[config.mk]
export PLATFORM = sky130hd
export DESIGN_NAME = pipeline_ctrl
export DESIGN_NICKNAME = d
export VERILOG_FILES = /design/src/rtl/pipeline_ctrl.sv
export SDC_FILE = /design/constraint.sdc
export NUM_CORES = 1
export LEC_CHECK = 0
export BUFFER_PORTS_ARGS = -buffer_cell sky130_fd_sc_hd__buf_2
export CAP_MARGIN = 25
export CORE_MARGIN = 4
export CORE_UTILIZATION = 51
export DETAILED_ROUTE_END_ITERATION = 6
export PLACE_DENSITY = 0.79
export SLEW_MARGIN = 0
export SYNTH_ARGS = -nofsm -noshare
export SYNTH_HDL_FRONTEND = slang
export SYNTH_SLANG_ARGS = --single-unit
[constraint.sdc]
create_clock -name clk -period 2.26 [get_ports clk]
set_input_delay 0.226 -clock clk [delete_from_list [all_inputs] [get_ports clk]]
set_output_delay 0.226 -clock clk [all_outputs]
set_load 0.05 [all_outputs]
[src/rtl/pipeline_ctrl.sv]
// pipeline_ctrl: stall/flush scheduler for the 5-stage core.
// Combines load-use hazards, EX redirects, data-memory wait states and
// a multi-cycle mul/div sequencer into per-stage write/flush controls,
// and keeps stall and redirect-flush performance counters.
module pipeline_ctrl #(
    parameter int MUL_CYCLES = 4,
    parameter int DIV_CYCLES = 33,
    parameter int CNT_W      = 6
) (
    input  logic        clk,
    input  logic        rst_n,
    input  logic [31:0] if_id_instruction,
    input  logic        id_ex_memread,
    input  logic [4:0]  id_ex_rd,
    input  logic        id_ex_muldiv,
    input  logic        id_ex_is_div,
    input  logic        ex_redirect,
    input  logic        ex_mem_memaccess,
    input  logic        dmem_ready,
    output logic        pc_write,
    output logic        if_id_write,
    output logic        if_id_flush,
    output logic        id_ex_write,
    output logic        id_ex_flush,
    output logic        ex_mem_write,
    output logic        ex_mem_flush,
    output logic        mem_wb_flush,
    output logic        muldiv_start,
    output logic        muldiv_busy,
    output logic [31:0] stall_cycles,
    output logic [31:0] flush_count
);

    typedef enum logic {
        RUN,
        MD_WAIT
    } state_t;

    localparam logic [CNT_W-1:0] MUL_LOAD = CNT_W'(MUL_CYCLES - 1);
    localparam logic [CNT_W-1:0] DIV_LOAD = CNT_W'(DIV_CYCLES - 1);

    state_t            state;
    logic [CNT_W-1:0]  cnt;
    logic [31:0]       stall_cnt_q;
    logic [31:0]       flush_cnt_q;

    logic [6:0] opcode;
    logic [4:0] rs1;
    logic [4:0] rs2;
    logic       rs1_used;
    logic       rs2_used;
    logic       lu;
    logic       ms;
    logic       redirect_take;
    logic       unused_instr_bits;

    assign opcode = if_id_instruction[6:0];
    assign rs1    = if_id_instruction[19:15];
    assign rs2    = if_id_instruction[24:20];
    assign unused_instr_bits = ^{if_id_instruction[31:25], if_id_instruction[14:7]};

    // Decode which source fields of the ID instruction are real register reads
    always_comb begin
        rs1_used = !(opcode == 7'b0110111 || opcode == 7'b0010111 || opcode == 7'b1101111);
        rs2_used = (opcode == 7'b0110011 || opcode == 7'b0100011 || opcode == 7'b1100011);
        lu = id_ex_memread && (id_ex_rd != 5'd0) &&
             ((id_ex_rd == rs1 && rs1_used) || (id_ex_rd == rs2 && rs2_used));
        ms = ex_mem_memaccess && !dmem_ready;
        redirect_take = rst_n && !ms && (state == RUN) && !id_ex_muldiv && ex_redirect;
    end

    // Prioritised control outputs: reset, memory stall, mul/div, redirect, load-use
    always_comb begin
        pc_write     = 1'b1;
        if_id_write  = 1'b1;
        if_id_flush  = 1'b0;
        id_ex_write  = 1'b1;
        id_ex_flush  = 1'b0;
        ex_mem_write = 1'b1;
        ex_mem_flush = 1'b0;
        mem_wb_flush = 1'b0;
        muldiv_start = 1'b0;
        muldiv_busy  = rst_n && (state == MD_WAIT);
        if (!rst_n) begin
            pc_write     = 1'b0;
            if_id_write  = 1'b0;
            id_ex_write  = 1'b0;
            ex_mem_write = 1'b0;
            if_id_flush  = 1'b1;
            id_ex_flush  = 1'b1;
            ex_mem_flush = 1'b1;
            mem_wb_flush = 1'b1;
        end else if (ms) begin
            pc_write     = 1'b0;
            if_id_write  = 1'b0;
            id_ex_write  = 1'b0;
            ex_mem_write = 1'b0;
            mem_wb_flush = 1'b1;
        end else if (state == MD_WAIT) begin
            if (cnt != '0) begin
                pc_write     = 1'b0;
                if_id_write  = 1'b0;
                id_ex_write  = 1'b0;
                ex_mem_flush = 1'b1;
            end
        end else if (id_ex_muldiv) begin
            muldiv_start = 1'b1;
            pc_write     = 1'b0;
            if_id_write  = 1'b0;
            id_ex_write  = 1'b0;
            ex_mem_flush = 1'b1;
        end else if (ex_redirect) begin
            if_id_flush  = 1'b1;
            id_ex_flush  = 1'b1;
        end else if (lu) begin
            pc_write     = 1'b0;
            if_id_write  = 1'b0;
            id_ex_flush  = 1'b1;
        end
    end

    // Mul/div sequencer: cnt counts down the remaining EX cycles, release waits out memory stalls
    always_ff @(posedge clk or negedge rst_n) begin
        if (!rst_n) begin
            state <= RUN;
            cnt   <= '0;
        end else begin
            case (state)
                RUN: begin
                    if (!ms && id_ex_muldiv) begin
                        state <= MD_WAIT;
                        cnt   <= id_ex_is_div ? DIV_LOAD : MUL_LOAD;
                    end
                end
                MD_WAIT: begin
                    if (cnt != '0) begin
                        cnt <= cnt - CNT_W'(1);
                    end else if (!ms) begin
                        state <= RUN;
                    end
                end
                default: begin
                    state <= RUN;
                    cnt   <= '0;
                end
            endcase
        end
    end

    // Performance counters: stalled PC cycles and taken redirect flushes, both wrapping
    always_ff @(posedge clk or negedge rst_n) begin
        if (!rst_n) begin
            stall_cnt_q <= '0;
            flush_cnt_q <= '0;
        end else begin
            if (!pc_write) begin
                stall_cnt_q <= stall_cnt_q + 32'd1;
            end
            if (redirect_take) begin
                flush_cnt_q <= flush_cnt_q + 32'd1;
            end
        end
    end

    assign stall_cycles = stall_cnt_q;
    assign flush_count  = flush_cnt_q;

endmodule

==> summary.txt <==
Floorplanning
  – Die Y: between 90 and 100 um
  – Die ar.: between 8000 and 9000 sq um
  – I/O Pins: approximately 120
  – Core Box Area: around 6900 sq um
  – Die X: 92.4 um
  – FP Rows: 30
  – Initial Util: ~53%

Yosys
  – Seq/Total Area, Yosys: 48.9%
  – Post-synthesis register bit count: between 70 and 80
  – Post-synth EDFFs: 0
  – Main flop type after synthesis: dfrtp_1
  – Count of cell types in the netlist: 41
  – Ys async rst share: 100%
  – Synth Cell Area: ~3600 sq um
  – Syn_area_per_cell: around 11 sq um
  – Synth Warn #: 0
  – Mapped Cells: approximately 340
  – Total nets after synthesis: 390

Clock network
  – Reg clk slew, reported paths: 0.07 ns
  – CTS Sinks: a little over 70
  – Bufs on Longest Clock Path: 2
  – TritonCTS clock tree: yes
  – H-tree Lvls: 3
  – Clock Latency Late Sink: 0.33 ns
  – Cts hold-fix bufs: 0
  – Root buffer selected by CTS: clkbuf_8
  – CTS buffer count: 9

Final layout
  – Fin util: roughly two thirds
  – Layout cells sized above 1: between 30% and 40%
  – Most frequent cells in the layout: buf_2 (101), dfrtp_1 (71), xnor2_1 (64), nand2_1 (23)
  – # nets final: 499
  – Area delta synth->final: 24.8%
  – FILL cells: just under 600
  – Diodes inserted: 0
  – Most common cell after layout, fill and taps aside: buf_2

STA
  – Final hold violations: 0
  – Total Neg Setup Slack: 0 ns
  – Final Critical Period: 2.17 ns
  – Worst slew margin: 41.1%
  – Skew final: roughly 0.0084 ns
  – Hold slack: around 0.18 ns
  – RSZ-0062 raised after global routing: no
  – Final setup fails: 0
  – Worst-Margin Slew: about 0.88 ns
  – Crit share post-route: 95.8%
  – Peak Freq: about 460 MHz
  – Max Slew Vio Count: 0

Route
  – DR DRC count: 0
  – Drt total wl: just under 8 mm
  – Via count: around 2900
  – Antenna Violating Nets Remaining: 0
  – Via-to-Cell Ratio: roughly 5.3
  – DR pass1 iterations: 4
  – Routed length per instance: 14.2 um
  – 1st-iter DRT viols: 95

Job
  – Max-Cap Viols: 0

Critical path
  – Crit path max fanout: 5
  – Data required, critical path: around 2.0 ns
  – Reg2reg start: cnt[3]
  – Critical path class: flop to primary output
  – Crit-path cells: or3_4 > o21ai_2 > and2_4 > nand2_4 > nor2_4 > buf_8
  – Worst R2R Path Depth: 7
  – Crit path max-delay cell type: dfrtp_1
  – CP Launch Type: flop
  – CP Buf/Inv Count: 1
  – FF-to-FF End: stall_cycles[4]
  – Crit. End Element: primary output
  – Max stage delay on crit path: 0.40 ns
  – Worst path arrival time: slightly below 2 ns
  – Reg2Reg Setup Slack: roughly 0.3 ns
  – Delay-heaviest family, CP: simple AND/OR/NAND/NOR gates

Placed design
  – Port Buffers: 103
  – Post-DP HPWL: around 5.6 mm
  – GP Congestion: ~0.76

Power
  – Leakage: about 2.2 nW
  – Worst vdd ir: 0.000475 V
  – Cell Pwr Density: 871 nW/um^2

Run status
  – Status: finished clean

Global routing
  – Largest net degree at the start of global routing: between 70 and 80
  – Grt ovf: 0
  – Initial antenna violation count: 0
  – First-pass GRT wire length: approximately 13 mm
  – GRT Total Usage: between 10% and 20%
  – Vias in the first global route: between 2000 and 3000

Worst hold path
  – HP Class: input port to async pin
[flip-flops by register name, summed over array words and instances (netlist names)]
signal / flops
cnt: 6
flush_count: 32
stall_cycles: 32
state: 1
[per-layer routing]
layer  GRT usage, %  share of wire [%]  vias up
met4           5.57               0.64        0
met3           5.04                5.4        4
met2           32.2                 51       73
met5              0                  0        -
li1               -                  -     1418
met1           22.3                 43     1413
[worst max path at each step]
stage                          start               end  slack [ns]  depth (start not counted)
final                         cnt[3]       if_id_write        0.09                          6
after global routing          cnt[3]       if_id_write        0.01                          6
after CTS                     cnt[2]          pc_write        0.02                          6
after detailed placement      cnt[2]  stall_cycles[31]        0.22                          7
after global placement        cnt[2]  stall_cycles[31]        0.28                          7
after floorplan           dmem_ready          pc_write        0.13                          6
[cells in the mapped netlist (all sizes together), types with 2 or more instances]
cell type,n,share of area (%)
o21ai,14,2.1
and3,16,2.8
nor2b,4,0.69
a21o,2,0.41
inv,7,0.72
o2111ai,11,2.6
xnor2,64,15
nor2,17,1.8
xor2,11,2.6
nor3,8,1.1
ha,4,1.4
nor4,3,0.93
o211ai,13,2.7
a21oi,3,0.41
buf,10,2.0
dfrtp,71,49
nand4,10,1.7
mux2,2,0.62
and2,10,1.8
nand2b,3,0.52
nand2,24,2.5
and4,8,1.9
nand3,15,2.2
clkbuf,4,0.45
[final cells by class]
class	count	area [sq um]	share of cell area (%)
Tap cell	96	120	2.65
Clock buffer	11	141	3.12
Clock inverter	5	104	2.29
Sequential cell	71	1780	39.2
Timing Repair Buffer	112	616	13.6
Inverter	7	26.3	0.579
Multi-Input combinational cell	249	1750	38.7
[where the power goes]
part | switching (W) | internal (W) | leakage (nW) | total [W]
combinational | 0.000748 | 0.000381 | 1.14 | 0.00113
clock | 0.000470 | 0.000767 | 0.124 | 0.00124
sequential | 0.000166 | 0.00142 | 0.948 | 0.00159
total | 0.00138 | 0.00257 | 2.21 | 0.00395
[repair_timing]
item | CTS | global route
gates resized for setup | 6 | 2
setup endpoints to repair | 3 | 3
buffers inserted | 1 | 2
pin swaps | 1 | 1
[worst reg2reg max path, delay by kind of cell (launching register included)]
kind | cells | cell delay [ns]
and+or+nand+nor | 3 | 0.66
AOI/OAI and AO/OA | 2 | 0.44
xor gates and xnor gates | 1 | 0.17
buffers and inverters | 1 | 0.19
DFF | 1 | 0.40
[cell families (layout without fill, tap and decap cells)]
family / Yosys count / in the layout / share of synthesized area, %
mux: 2 / 2 / 0.619
flops: 71 / 71 / 48.9
fa+ha+maj: 4 / 4 / 1.38
buf+inv: 21 / 135 / 3.20
compound gates: 47 / 47 / 9.19
simple gates: 121 / 121 / 18.7
xor+xnor: 75 / 75 / 18.1
[through the flow]
step	cell area, sq um	setup WS, ns	total power, W	instances
floorplan	3640	0.127	0.00240	341
global placement	4240	0.280	0.00265	532
detailed placement	4240	0.221	0.00269	532
CTS	4520	0.0230	0.00397	549
global route	4540	0.00962	0.00415	551
finish	4540	0.0943	0.00395	551
Power figures use the tool's default switching activity.
